--- src/rtl/mram_arb_pkg.sv ---
// Shared widths, FSM state encoding and default strobe timing for the MRAM access arbiter.
package mram_arb_pkg;

  localparam int unsigned ADDR_W = 20;
  localparam int unsigned DATA_W = 16;

  localparam int unsigned DEF_SETUP_CYCLES = 1;
  localparam int unsigned DEF_PULSE_CYCLES = 4;
  localparam int unsigned DEF_HOLD_CYCLES  = 1;

  typedef enum logic [2:0] {
    StIdle,
    StSetup,
    StPulse,
    StHold,
    StDone
  } state_e;

  // Expands byte enables to a per-bit lane mask; disabled lanes read back as zero.
  function automatic logic [DATA_W-1:0] lane_mask(input logic [1:0] be);
    return {{8{be[1]}}, {8{be[0]}}};
  endfunction

endpackage

--- src/rtl/mram_rr_arbiter.sv ---
// Two-way grant selection. MRAM_ARB_ROUND_ROBIN_EN enables last-grant fairness;
// otherwise port 0 has fixed priority and no state is kept.
module mram_rr_arbiter (
  input  logic clk_i,
  input  logic rst_ni,
  input  logic req0_i,
  input  logic req1_i,
  input  logic grant_i,
  output logic gnt_port_o
);

`ifdef MRAM_ARB_ROUND_ROBIN_EN
  logic last_q, last_d;

  always_comb begin
    if (req0_i && req1_i) begin
      gnt_port_o = ~last_q;
    end else begin
      gnt_port_o = ~req0_i;
    end
    last_d = grant_i ? gnt_port_o : last_q;
  end

  // Reset favours port 0 on the first contended grant.
  always_ff @(posedge clk_i or negedge rst_ni) begin
    if (!rst_ni) begin
      last_q <= 1'b1;
    end else begin
      last_q <= last_d;
    end
  end
`else
  logic unused_fixed;

  assign gnt_port_o   = ~req0_i;
  assign unused_fixed = ^{clk_i, rst_ni, req1_i, grant_i};
`endif

endmodule

--- src/rtl/mram_access_arbiter.sv ---
// Arbitrates two requesters onto one asynchronous MRAM bus and sequences setup/strobe/hold.
// Build option: MRAM_ARB_ROUND_ROBIN_EN selects last-grant fairness over fixed priority.
module mram_access_arbiter
  import mram_arb_pkg::*;
#(
  parameter int unsigned SETUP_CYCLES = DEF_SETUP_CYCLES,
  parameter int unsigned PULSE_CYCLES = DEF_PULSE_CYCLES,
  parameter int unsigned HOLD_CYCLES  = DEF_HOLD_CYCLES
) (
  input  logic              FPGA_clk,
  input  logic              FPGA_rst_n,
  input  logic              p0_req,
  input  logic              p0_we,
  input  logic [ADDR_W-1:0] p0_addr,
  input  logic [DATA_W-1:0] p0_wdata,
  input  logic [1:0]        p0_be,
  output logic              p0_done,
  output logic [DATA_W-1:0] p0_rdata,
  input  logic              p1_req,
  input  logic              p1_we,
  input  logic [ADDR_W-1:0] p1_addr,
  input  logic [DATA_W-1:0] p1_wdata,
  input  logic [1:0]        p1_be,
  output logic              p1_done,
  output logic [DATA_W-1:0] p1_rdata,
  output logic              busy,
  output logic              chip_en_out,
  output logic              read_en_out,
  output logic              write_en_out,
  output logic              lb_en_out,
  output logic              ub_en_out,
  output logic [ADDR_W-1:0] addr_line,
  output logic [DATA_W-1:0] data_line,
  output logic              data_oe,
  input  logic [DATA_W-1:0] data_in
);

  if (SETUP_CYCLES < 1 || SETUP_CYCLES > 15 || PULSE_CYCLES < 1 || PULSE_CYCLES > 15 ||
      HOLD_CYCLES < 1 || HOLD_CYCLES > 15) begin : g_bad_timing
    $error("mram_access_arbiter: timing parameters must be within 1..15");
  end

  localparam logic [3:0] SetupLd = 4'(SETUP_CYCLES - 1);
  localparam logic [3:0] PulseLd = 4'(PULSE_CYCLES - 1);
  localparam logic [3:0] HoldLd  = 4'(HOLD_CYCLES - 1);

  state_e              state_q, state_d;
  logic [3:0]          cnt_q, cnt_d;
  logic                port_q, port_d;
  logic                we_q, we_d;
  logic [1:0]          be_q, be_d;
  logic [DATA_W-1:0]   rcap_q, rcap_d;
  logic                ce_q, ce_d, re_q, re_d, wr_q, wr_d, lb_q, lb_d, ub_q, ub_d, oe_q, oe_d;
  logic [ADDR_W-1:0]   addr_q, addr_d;
  logic [DATA_W-1:0]   dline_q, dline_d;
  logic [1:0]          done_q, done_d;
  logic [DATA_W-1:0]   rdata0_q, rdata0_d, rdata1_q, rdata1_d;

  logic                grant, gnt_port;
  logic                g_we;
  logic [ADDR_W-1:0]   g_addr;
  logic [DATA_W-1:0]   g_wdata;
  logic [1:0]          g_be;

  assign grant = (state_q == StIdle) && (p0_req || p1_req);

  mram_rr_arbiter u_arb (
    .clk_i      (FPGA_clk),
    .rst_ni     (FPGA_rst_n),
    .req0_i     (p0_req),
    .req1_i     (p1_req),
    .grant_i    (grant),
    .gnt_port_o (gnt_port)
  );

  always_comb begin
    g_we    = gnt_port ? p1_we    : p0_we;
    g_addr  = gnt_port ? p1_addr  : p0_addr;
    g_wdata = gnt_port ? p1_wdata : p0_wdata;
    g_be    = gnt_port ? p1_be    : p0_be;
  end

  // Outputs are registered: each transition loads the pin values of the state being entered.
  always_comb begin
    state_d  = state_q;
    cnt_d    = cnt_q;
    port_d   = port_q;
    we_d     = we_q;
    be_d     = be_q;
    rcap_d   = rcap_q;
    ce_d     = ce_q;
    re_d     = re_q;
    wr_d     = wr_q;
    lb_d     = lb_q;
    ub_d     = ub_q;
    oe_d     = oe_q;
    addr_d   = addr_q;
    dline_d  = dline_q;
    done_d   = 2'b00;
    rdata0_d = rdata0_q;
    rdata1_d = rdata1_q;
    unique case (state_q)
      StIdle: begin
        if (grant) begin
          state_d = StSetup;
          cnt_d   = SetupLd;
          port_d  = gnt_port;
          we_d    = g_we;
          be_d    = g_be;
          ce_d    = 1'b0;
          addr_d  = g_addr;
          lb_d    = ~g_be[0];
          ub_d    = ~g_be[1];
          if (g_we) begin
            dline_d = g_wdata;
            oe_d    = 1'b1;
          end
        end
      end
      StSetup: begin
        if (cnt_q == 4'd0) begin
          state_d = StPulse;
          cnt_d   = PulseLd;
          wr_d    = ~we_q;
          re_d    = we_q;
        end else begin
          cnt_d = cnt_q - 4'd1;
        end
      end
      StPulse: begin
        if (cnt_q == 4'd0) begin
          state_d = StHold;
          cnt_d   = HoldLd;
          wr_d    = 1'b1;
          re_d    = 1'b1;
          if (!we_q) begin
            rcap_d = data_in & lane_mask(be_q);
          end
        end else begin
          cnt_d = cnt_q - 4'd1;
        end
      end
      StHold: begin
        if (cnt_q == 4'd0) begin
          state_d = StDone;
          ce_d    = 1'b1;
          lb_d    = 1'b1;
          ub_d    = 1'b1;
          oe_d    = 1'b0;
          done_d  = port_q ? 2'b10 : 2'b01;
          if (!we_q) begin
            if (port_q) begin
              rdata1_d = rcap_q;
            end else begin
              rdata0_d = rcap_q;
            end
          end
        end else begin
          cnt_d = cnt_q - 4'd1;
        end
      end
      StDone: begin
        state_d = StIdle;
      end
      default: begin
        state_d = StIdle;
      end
    endcase
  end

  always_ff @(posedge FPGA_clk or negedge FPGA_rst_n) begin
    if (!FPGA_rst_n) begin
      state_q  <= StIdle;
      cnt_q    <= 4'd0;
      port_q   <= 1'b0;
      we_q     <= 1'b0;
      be_q     <= 2'b00;
      rcap_q   <= '0;
      ce_q     <= 1'b1;
      re_q     <= 1'b1;
      wr_q     <= 1'b1;
      lb_q     <= 1'b1;
      ub_q     <= 1'b1;
      oe_q     <= 1'b0;
      addr_q   <= '0;
      dline_q  <= '0;
      done_q   <= 2'b00;
      rdata0_q <= '0;
      rdata1_q <= '0;
    end else begin
      state_q  <= state_d;
      cnt_q    <= cnt_d;
      port_q   <= port_d;
      we_q     <= we_d;
      be_q     <= be_d;
      rcap_q   <= rcap_d;
      ce_q     <= ce_d;
      re_q     <= re_d;
      wr_q     <= wr_d;
      lb_q     <= lb_d;
      ub_q     <= ub_d;
      oe_q     <= oe_d;
      addr_q   <= addr_d;
      dline_q  <= dline_d;
      done_q   <= done_d;
      rdata0_q <= rdata0_d;
      rdata1_q <= rdata1_d;
    end
  end

  assign busy         = (state_q != StIdle);
  assign chip_en_out  = ce_q;
  assign read_en_out  = re_q;
  assign write_en_out = wr_q;
  assign lb_en_out    = lb_q;
  assign ub_en_out    = ub_q;
  assign addr_line    = addr_q;
  assign data_line    = dline_q;
  assign data_oe      = oe_q;
  assign p0_done      = done_q[0];
  assign p1_done      = done_q[1];
  assign p0_rdata     = rdata0_q;
  assign p1_rdata     = rdata1_q;

endmodule

--- config.mk ---
export PLATFORM = sky130hd
export DESIGN_NAME = mram_access_arbiter
export DESIGN_NICKNAME = d
export VERILOG_FILES = /design/src/rtl/mram_arb_pkg.sv /design/src/rtl/mram_rr_arbiter.sv /design/src/rtl/mram_access_arbiter.sv
export SDC_FILE = /design/constraint.sdc
export NUM_CORES = 1
export LEC_CHECK = 0
export BUFFER_PORTS_ARGS = -buffer_cell sky130_fd_sc_hd__clkbuf_2
export CORE_MARGIN = 10
export CORE_UTILIZATION = 44
export CTS_CLUSTER_DIAMETER = 80
export DETAILED_ROUTE_END_ITERATION = 7
export HOLD_SLACK_MARGIN = 0.15
export PLACE_DENSITY = 0.87
export RECOVER_POWER = 25
export SLEW_MARGIN = 20
export SYNTH_ARGS = -nofsm -noshare
export SYNTH_HDL_FRONTEND = slang
export SYNTH_HIERARCHICAL = 1
export SYNTH_SLANG_ARGS = --single-unit
--- constraint.sdc ---
create_clock -name FPGA_clk -period 2.25 [get_ports FPGA_clk]
set_input_delay 0.45 -clock FPGA_clk [delete_from_list [all_inputs] [get_ports FPGA_clk]]
set_output_delay 0.45 -clock FPGA_clk [all_outputs]
set_load 0.05 [all_outputs]
Word-level counts from Yosys, hierarchy flattened
Index checks and enable logic that the tools add are counted.
{ "word_totals": {"ff_bits": 103, "latchBits": 0, "mem_bits_rw": 0, "mem_bits_ro": 0, "inputBits": 98, "out_inout_bits": 77, "elab_cells": 83, "mem_count": 0} }
{ "op_classes": {"addsub": 1, "mul": 0, "div": 0, "n_lt_le_gt_ge": 0, "eq_ne": 9, "shift": 0, "mux": 32, "n_bitwise": 6, "n_reduce_logical": 18} }
{ "op_table": {"columns": ["op", "n"], "rows": [
  ["two-way mux 20 bit", 1],
  ["AND 16 bit", 1],
  ["two-way mux 16 bit", 1],
  ["two-way mux 4 bit", 4],
  ["case mux 4 bit (4 select lines)", 1],
  ["AND reduction 4 bit", 4],
  ["AND reduction 3 bit", 5],
  ["two-way mux 3 bit", 4],
  ["!= test 2 bit, second input constant", 6],
  ["case mux 1 bit (2 select lines)", 6],
  ["case mux 3 bit (4 select lines)", 1],
  ["two-way mux 1 bit", 10],
  ["two-way mux 2 bit", 4],
  ["== test 3 x 2 -> 1 bit, second input constant", 2],
  ["NOT 1 bit", 5],
  ["logical NOT 4 bit", 1],
  ["nonzero test 2 bit", 2],
  ["nonzero test 4 bit", 1],
  ["subtractor 4 x 1 -> 4 bit, second input constant", 1],
  ["== test 3 x 1 -> 1 bit, second input constant", 1],
  ["logical NOT 3 bit", 1],
  ["nonzero test 3 bit", 1],
  ["AND reduction 2 bit", 1],
  ["logical AND 1 bit", 1],
  ["logical OR 1 bit", 1]
]} }

Depth between registers and ports, before layout
Gate-level depths: netlist (run 1).
{ "logic_depth": {"ltp_word": 4, "mapped_depth": 8, "ltp_nobuf": 7} }

By module
Netlist (run 1), hierarchy kept.
{ "by_module_without_submodules": {"columns": ["module", "instances", "cells_each", "area_per_inst_um2", "seq_area_each_um2"], "rows": [
  ["mram_access_arbiter", 1, 369, 4571.9, 2583.7],
  ["mram_rr_arbiter", 1, 1, 3.8, 0.0]
]} }

Worst setup path after synthesis (run 1)
Ideal clock, no wire load.
{ "synth_path": {"path_type": "register -> register", "startpoint": "register state_q[0]", "endpoint": "register dline_q[10], in the netlist data_line[10]", "setup_time_ns": 0.127, "arrival_ns": 2.172, "required_time_ns": 2.123, "setup_slack_ns": -0.050, "path_stages_with_launch": 7, "path_buffers": 2, "synth_period_minus_slack_ns": 2.300, "cell_sequence": "dfrtp_1 buf_2 or3_1 or2_1 nor2_4 buf_6 mux2_1"} }
{ "synth_via": {"elab_chain_len": 3} }
{ "synth_lines": {"columns": ["element", "line_no", "source"], "rows": [
  ["start, declared", "mram_access_arbiter.sv:47", "state_e state_q, state_d;"],
  ["start signal, assigned", "mram_access_arbiter.sv:173", "state_q <= StIdle;"],
  ["start signal, assigned", "mram_access_arbiter.sv:191", "state_q <= state_d;"],
  ["logical NOT 3 bit *", "mram_access_arbiter.sv:65, mram_access_arbiter.sv:102", null],
  ["logical AND 1 bit", "mram_access_arbiter.sv:65", "assign grant = (state_q == StIdle) && (p0_req || p1_req);"],
  ["AND reduction 3 bit (no line) *", null, null],
  ["end signal, assigned", "mram_access_arbiter.sv:204", "dline_q <= dline_d;"],
  ["end, declared", "mram_access_arbiter.sv:55", "logic [DATA_W-1:0] dline_q, dline_d;"]
]} }
Mark *: on every way between the ends. The rest lies on a longest branch, timed or not.
A chain may end at the register's enable or synchronous reset.

Final worst setup path (run 1)
{ "layout_path": {"startpoint": "register cnt_q[0]", "endpoint": "register rcap_q[1]"} }
{ "layout_via": {"elab_chain_len": 2} }
{ "layout_lines": {"columns": ["element", "line_no", "source"], "rows": [
  ["start, declared", "mram_access_arbiter.sv:48", "logic [3:0] cnt_q, cnt_d;"],
  ["start signal, assigned", "mram_access_arbiter.sv:192", "cnt_q <= cnt_d;"],
  ["logical NOT 4 bit", "mram_access_arbiter.sv:131", "if (cnt_q == 4'd0) begin"],
  ["AND reduction 3 bit (no line)", null, null],
  ["end signal, assigned", "mram_access_arbiter.sv:196", "rcap_q <= rcap_d;"],
  ["end, declared", "mram_access_arbiter.sv:52", "logic [DATA_W-1:0] rcap_q, rcap_d;"]
]} }
No other way between the ends.

==> impl_metrics.ini, run 1 <==
[run_status]
outcome = finished clean

[layout]
multiInputGateArea_um2 = 1831
finalNetCount = 645
area_of_all_sequential_standard_cells_um2 = 2584
drive_gt1_share_pct = 51.91
final_core_util_pct = 56.99
area_delta_synth_final_pct = 27.43
fill_cells = 865
antenna_cells = 0

[floorplanning]
io_pins = 175
area_of_the_core_region_um2 = 10230
initial_core_util_pct = 44.72
die_area_um2 = 14880
fp-row-count = 37
chipWidth_um = 122.0
die_y_um = 122.0

[power]
internal-power_mw = 4.705
seq_power_share_pct = 34.9
finalPower_mw = 9.472
power.ir.vdd_worst_mv = 0.9026
clkPwrFrac_pct = 12.9
power_leakage_nw = 3.062
power.density_cell_area_nw_per_um2 = 1625
combPwrFrac_pct = 52.2
power.share.switching_pct = 50.33
switchingPower_mw = 4.767

[synthesis]
combined_area_of_all_synthesized_cells_um2 = 4576
synth_edf_count = 0
syn_avg_cell_area_um2 = 12.37
async_reset_ff_share_pct = 100.0
synth_most_common_cell = sky130_fd_sc_hd__dfrtp_1
synth_ff_type = sky130_fd_sc_hd__dfrtp_1
synth_area_leader = sky130_fd_sc_hd__dfrtp_1
synth.yosys.warnings = 6
yosys.area.top_type_share_pct = 53.60
netlist-cell-type-count = 43
synthesis.instances = 370
synth_nets = 469
post_synth_most_frequent_cells = 98 x sky130_fd_sc_hd__dfrtp_1, 57 x sky130_fd_sc_hd__nand2_1, 46 x sky130_fd_sc_hd__mux2_2, 25 x sky130_fd_sc_hd__o21ai_0, 24 x sky130_fd_sc_hd__mux2i_1
ys_ff_latch = 103
synthTopCellsByArea = sky130_fd_sc_hd__dfrtp_1 54%, sky130_fd_sc_hd__mux2_2 11%, sky130_fd_sc_hd__mux2i_1 5.3%, sky130_fd_sc_hd__nand2_1 4.7%, sky130_fd_sc_hd__mux2_4 3.3%
ys_seq_area_share_pct = 56.47

[cts]
cts_root_buffer = sky130_fd_sc_hd__clkbuf_8
cts_sinks = 103
insertion_delay_ns = 0.36
cts_max_level = 3
buffers_inserted_by_post_cts_timing_repair = 0
cts_max_path_buffers = 2
path_clk_slew_ns = 0.11
tritoncts = yes
cts_made_buffers = 9

[timing]
fmax_mhz = 474.6
slew_viol_final = 0
finalClockSkew_ns = 0.02075
final.setup.tns_ns = 0
timing.final.crit_period_ns = 2.107
hold_vio_cnt_final = 0
rsz0062_at_grt = no
finalSetupViolCount = 0
relSlewSlack_pct = 52.03
worst_slew_pin_slew_ns = 0.7196
finalCritPeriodShare_pct = 93.65

[place]
dp_hpwl_um = 9344
gpl.final_weighted_congestion = 0.8251
port_buffers = 174

[worst_setup_path]
startpoint_type = flop
worst-path-buf-inv = 2
worst-path-max-fanout = 32
crit-reg2reg-launch = cnt_q[0]$_DFFE_PN0P_
crit_type = reg -> reg
worst_setup_path_end_kind = flop
timing.critical_path.slowest_stage_cell = sky130_fd_sc_hd__or4b_4
critical_path.cell_chain = inv_1, ha_1, or4b_4, or4b_4, buf_12, nand2_1, o21ai_2
required_ns = 2.50
critPathMostFrequentCell = sky130_fd_sc_hd__or4b_4
timing.critical_path.from = cnt_q[0]$_DFFE_PN0P_
critPathTopFamily = simple AND/OR/NAND/NOR gates
slowest_cell_delay_on_critical_path_ns = 0.51
crit_path_arrival_time_ns = 2.36

[grt]
grt_start_max_net_pins = 48
global_route_wire_length_before_repair_um = 18850
gr-usage-all-layers_pct = 15.75
grt_pass1_vias = 3708
gr-total-overflow = 0
antenna_found_initial = 0

[drt]
routed_vias_inst = 5.041
routed-via-count = 3463
routed_wirelength_um = 11820
route.detailed.drc = 0
first_iter_violations = 183
route.detailed.wl_per_inst_um = 17.21
post_detailed_route_count_of_antenna_violating_nets = 0
first_pass_iters = 4

[min_path]
timing.hold.worst.class = in -> reg
hold_path_origin = data_in[14]

[run]
maxCapViolations = 0
cell families (layout without fill, tap and decap cells):
logic type                 count (synthesis)  in the layout  synth area share, %
and+or+nand+nor                           91             91                9.270
DFF                                      103            103                56.47
adders and majority gates                  2              2               0.4922
xor gates and xnor gates                   1              1               0.1914
AOI/OAI and AO/OA                         56             56                8.040
buffers and inverters                     29            210                3.719
muxes                                     88             88                21.82
final cells by class:
type	instances	share of cell area, %
Clock inverter	7	1.481
Timing Repair Buffer	188	17.38
Inverter	6	0.3863
Tap cell	136	2.918
Multi-Input combinational cell	238	31.39
Clock buffer	9	2.124
Sequential cell	103	44.31
per-layer routing:
metal / share of wire, % / up-vias / track usage [%]
met5: 0 / - / 0
met4: 1.1 / 0 / 3.875
met3: 11 / 11 / 7.678
met2: 48 / 136 / 25.74
met1: 40 / 1688 / 18.17
li1: - / 1628 / -
cell usage in the layout (no fill, tap or decap), types with 2 or more instances in the layout:
cell / synthesis / layout
sky130_fd_sc_hd__o21ai_0: 25 / 25
sky130_fd_sc_hd__a21o_1: 5 / 5
sky130_fd_sc_hd__buf_4: 3 / 8
sky130_fd_sc_hd__o21ai_2: 14 / 14
sky130_fd_sc_hd__mux2i_1: 24 / 24
sky130_fd_sc_hd__o21ai_1: 2 / 2
sky130_fd_sc_hd__clkbuf_8: 0 / 9
sky130_fd_sc_hd__or3_1: 3 / 2
sky130_fd_sc_hd__a22o_1: 2 / 2
sky130_fd_sc_hd__nand2b_1: 2 / 2
sky130_fd_sc_hd__nor3_1: 2 / 2
sky130_fd_sc_hd__a21oi_1: 3 / 3
sky130_fd_sc_hd__or4b_4: 1 / 2
sky130_fd_sc_hd__nor2_1: 15 / 15
sky130_fd_sc_hd__inv_8: 0 / 2
sky130_fd_sc_hd__dfrtp_1: 98 / 98
sky130_fd_sc_hd__inv_1: 6 / 5
sky130_fd_sc_hd__mux2_1: 8 / 8
sky130_fd_sc_hd__mux2_4: 10 / 10
sky130_fd_sc_hd__buf_12: 0 / 3
sky130_fd_sc_hd__clkinv_4: 0 / 2
sky130_fd_sc_hd__clkbuf_2: 0 / 175
sky130_fd_sc_hd__mux2_2: 46 / 46
sky130_fd_sc_hd__dfstp_2: 5 / 5
sky130_fd_sc_hd__nand2_1: 57 / 57
tightest hold or removal path, stage by stage:
cell,delay (ns)
sky130_fd_sc_hd__clkbuf_2,0.08
sky130_fd_sc_hd__nand2_1,0.07
sky130_fd_sc_hd__o21ai_2,0.05
what timing repair did:
item / CTS / global route
hold endpoints to repair: 26 / 0
hold buffers: 1 / 0
setup endpoints to repair: 0 / 1
gates resized for setup: 0 / 1
sequential cells by signal, indices dropped and copies added (netlist names), 2 cells and up:
| signal | count |
|---|---|
| state_q | 3 |
| cnt_q | 4 |
| rcap_q | 16 |
| be_q | 2 |
| done_q | 2 |
| addr_line | 20 |
| p1_rdata | 16 |
| data_line | 16 |
| p0_rdata | 16 |
worst paths after layout:
kind	to	slack [ns]	depth (start not counted)
min	rcap_q[14]$_DFFE_PN0P_	0.30	3
min reg2reg	done_q[0]$_DFF_PN0_	0.49	1
max reg2reg	rcap_q[1]$_DFFE_PN0P_	0.14	7
max	rcap_q[1]$_DFFE_PN0P_	0.14	7
max in group asynchronous	lb_en_out$_DFFE_PN1P_	0.50	3
min in group asynchronous	p1_rdata[3]$_DFFE_PN0P_	0.67	2
power groups by stage:
stage	clock, mW	combinational (mW)	sequential, mW
after floorplan	0	1.66	5.39
after global placement	0	4.85	3.30
after detailed placement	0	4.99	3.35
after CTS	1.27	5.00	3.31
after global routing	1.34	5.27	3.44
final	1.22	4.94	3.31
through the flow:
step	area [µm²]	hold slack (ns)	instances	setup WS [ns]
finish	5831	0.3019	687	0.1429
detailed placement	5624	0.3988	670	0.1214
CTS	5844	0.2811	687	0.1122
floorplan	4581	0.1544	370	0.06920
global route	5831	0.2869	687	0.009241
global placement	5624	0.3966	670	0.1905
No activity file was read; power rests on OpenSTA's default activity.
==> run 2: changes to the inputs <==
CORE_UTILIZATION = 49   (was 44)
PLACE_DENSITY = 0.91   (was 0.87)
clock period = 1.96 ns   (was 2.25 ns; I/O delays follow)
==> impl_metrics.ini, run 2 (same netlist as run 1, synthesis figures left out) <==
[cts]
cts_max_path_buffers = 2
insertion_delay_ns = 0.37
cts_sinks = 103
cts_max_level = 3
cts_made_buffers = 9
cts_root_buffer = sky130_fd_sc_hd__clkbuf_8
tritoncts = yes
path_clk_slew_ns = 0.11

[drt]
routed_vias_inst = 5.239
routed-via-count = 3557
first_pass_iters = 4
route.detailed.drc = 0
route.detailed.wl_per_inst_um = 18.27
routed_wirelength_um = 12410
first_iter_violations = 219
post_detailed_route_count_of_antenna_violating_nets = 0

[timing]
final.setup.tns_ns = -2.691
finalCritPeriodShare_pct = 107.6
worst_slew_pin_slew_ns = 0.6870
finalSetupViolCount = 32
final.setup.worst_slack_ns = -0.1491
timing.final.crit_period_ns = 2.109
hold_vio_cnt_final = 0
hold_slack_ns = 0.2366
slew_viol_final = 0
fmax_mhz = 474.1
relSlewSlack_pct = 54.20
finalClockSkew_ns = 0.01296
rsz0062_at_grt = yes

[min_path]
timing.hold.worst_path_depth = 3
timing.hold.worst.class = in -> reg

[layout]
area_delta_synth_final_pct = 33.63
finalNetCount = 662
fill_cells = 689
flip_flop_count_of_the_largest_register_after_layout = 20
layout_common_cells = 174 x sky130_fd_sc_hd__clkbuf_2, 98 x sky130_fd_sc_hd__dfrtp_1, 48 x sky130_fd_sc_hd__nand2_1
drive_gt1_share_pct = 56.87
final_common_cell = sky130_fd_sc_hd__clkbuf_2
antenna_cells = 0

[worst_setup_path]
critical_path.endpoint = rcap_q[5]$_DFFE_PN0P_
crit_type = reg -> reg
critPathMostFrequentCell = sky130_fd_sc_hd__or4b_4
slowest_cell_delay_on_critical_path_ns = 0.57
timing.rr.end = rcap_q[5]$_DFFE_PN0P_
ff2ff_path_depth = 6
startpoint_type = flop
worst-path-buf-inv = 2
critPathTopFamily = simple AND/OR/NAND/NOR gates
crit-reg2reg-launch = cnt_q[0]$_DFFE_PN0P_
crit_path_arrival_time_ns = 2.40
worst_setup_path_end_kind = flop
required_ns = 2.25
worst-r2r-setup-slack_ns = -0.15
path_length_in_cells_of_the_critical_path = 6
timing.critical_path.from = cnt_q[0]$_DFFE_PN0P_
timing.critical_path.slowest_stage_cell = sky130_fd_sc_hd__or4b_4
worst-path-max-fanout = 8
critical_path.cell_chain = inv_2, ha_4, or4b_4, or4b_4, clkbuf_16, o21ai_2

[floorplanning]
die_area_um2 = 13600
io_pins = 175
chipWidth_um = 116.6
die_y_um = 116.6
initial_core_util_pct = 49.99
fp-row-count = 35
area_of_the_core_region_um2 = 9153

[power]
power_leakage_nw = 3.224
power.density_cell_area_nw_per_um2 = 1846
power.ir.vdd_worst_mv = 1.160

[run_status]
failed_checks = setup timing
outcome = finished, violations left

[place]
dp_hpwl_um = 9252
pre_cts_slack_ns = -0.1464
gpl.final_weighted_congestion = 0.8070
port_buffers = 174

[grt]
grt_pass1_vias = 3802
antenna_found_initial = 0
gr-usage-all-layers_pct = 17.23
global_route_wire_length_before_repair_um = 18650
gr-total-overflow = 0
grt_start_max_net_pins = 48

[run]
maxCapViolations = 0
[run 2: metal layers]
| layer | routed length [µm] | up-vias | global-route usage (%) |
|---|---|---|---|
| met1 | 4746 | 1714 | 19.69 |
| met5 | 0 | - | 0 |
| met2 | 6270 | 168 | 29.22 |
| li1 | - | 1660 | - |
| met3 | 1178 | 15 | 6.009 |
| met4 | 210 | 0 | 6.343 |
[run 2: power by group]
| part | internal, mW | leakage [nW] | switching [mW] |
|---|---|---|---|
| clock | 0.489 | 0.0927 | 0.788 |
| sequential | 3.14 | 1.28 | 0.723 |
| combinational | 2.00 | 1.85 | 4.15 |
| total | 5.63 | 3.22 | 5.66 |
[run 2: worst min path at each step]
stage | from | to | slack [ns]
after floorplan | FPGA_rst_n | addr_line[0]$_DFFE_PN0P_ | 0.1
after global routing | data_in[12] | rcap_q[12]$_DFFE_PN0P_ | 0.22
after global placement | FPGA_rst_n | p0_rdata[2]$_DFFE_PN0P_ | 0.34
final | data_in[12] | rcap_q[12]$_DFFE_PN0P_ | 0.24
after CTS | data_in[12] | rcap_q[12]$_DFFE_PN0P_ | 0.23
after detailed placement | FPGA_rst_n | p0_rdata[3]$_DFFE_PN0P_ | 0.34
[run 2: timing repair]
action                                  CTS  global route
resized for setup                         2            16
setup buffers                             3             3
endpoints found under the setup margin   32            48
hold endpoints to repair                 26             0
gates cloned                              0             4
hold buffers                              1             0
pin swaps                                 1             5
[run 2: area by class of cell]
cell class / instances / area [µm²] / area share, %
tap: 111 / 138.9 / 2.271
timing repair buffer: 205 / 1212 / 19.83
inverter: 6 / 22.52 / 0.3683
clock inverter: 7 / 62.56 / 1.023
multi-input combinational: 238 / 1971 / 32.23
clock buffer: 9 / 123.9 / 2.026
sequential: 103 / 2584 / 42.26
[run 2: stage by stage]
| step | std cells | total power [mW] | cell area, µm² | util (%) |
|---|---|---|---|---|
| after global routing | 679 | 11.94 | 6115 | 66.81 |
| after detailed placement | 652 | 9.872 | 5761 | 62.94 |
| after global placement | 652 | 9.623 | 5761 | 62.94 |
| final | 679 | 11.29 | 6115 | 66.81 |
| after CTS | 672 | 11.21 | 5988 | 65.43 |
| after floorplan | 370 | 8.288 | 4684 | - |
[run 2: worst reg2reg max path, stage by stage, from the launching register on]
cell	delay [ns]
sky130_fd_sc_hd__dfrtp_1	0.40
sky130_fd_sc_hd__inv_2	0.07
sky130_fd_sc_hd__ha_4	0.16
sky130_fd_sc_hd__or4b_4	0.46
sky130_fd_sc_hd__or4b_4	0.57
sky130_fd_sc_hd__clkbuf_16	0.21
sky130_fd_sc_hd__o21ai_2	0.16
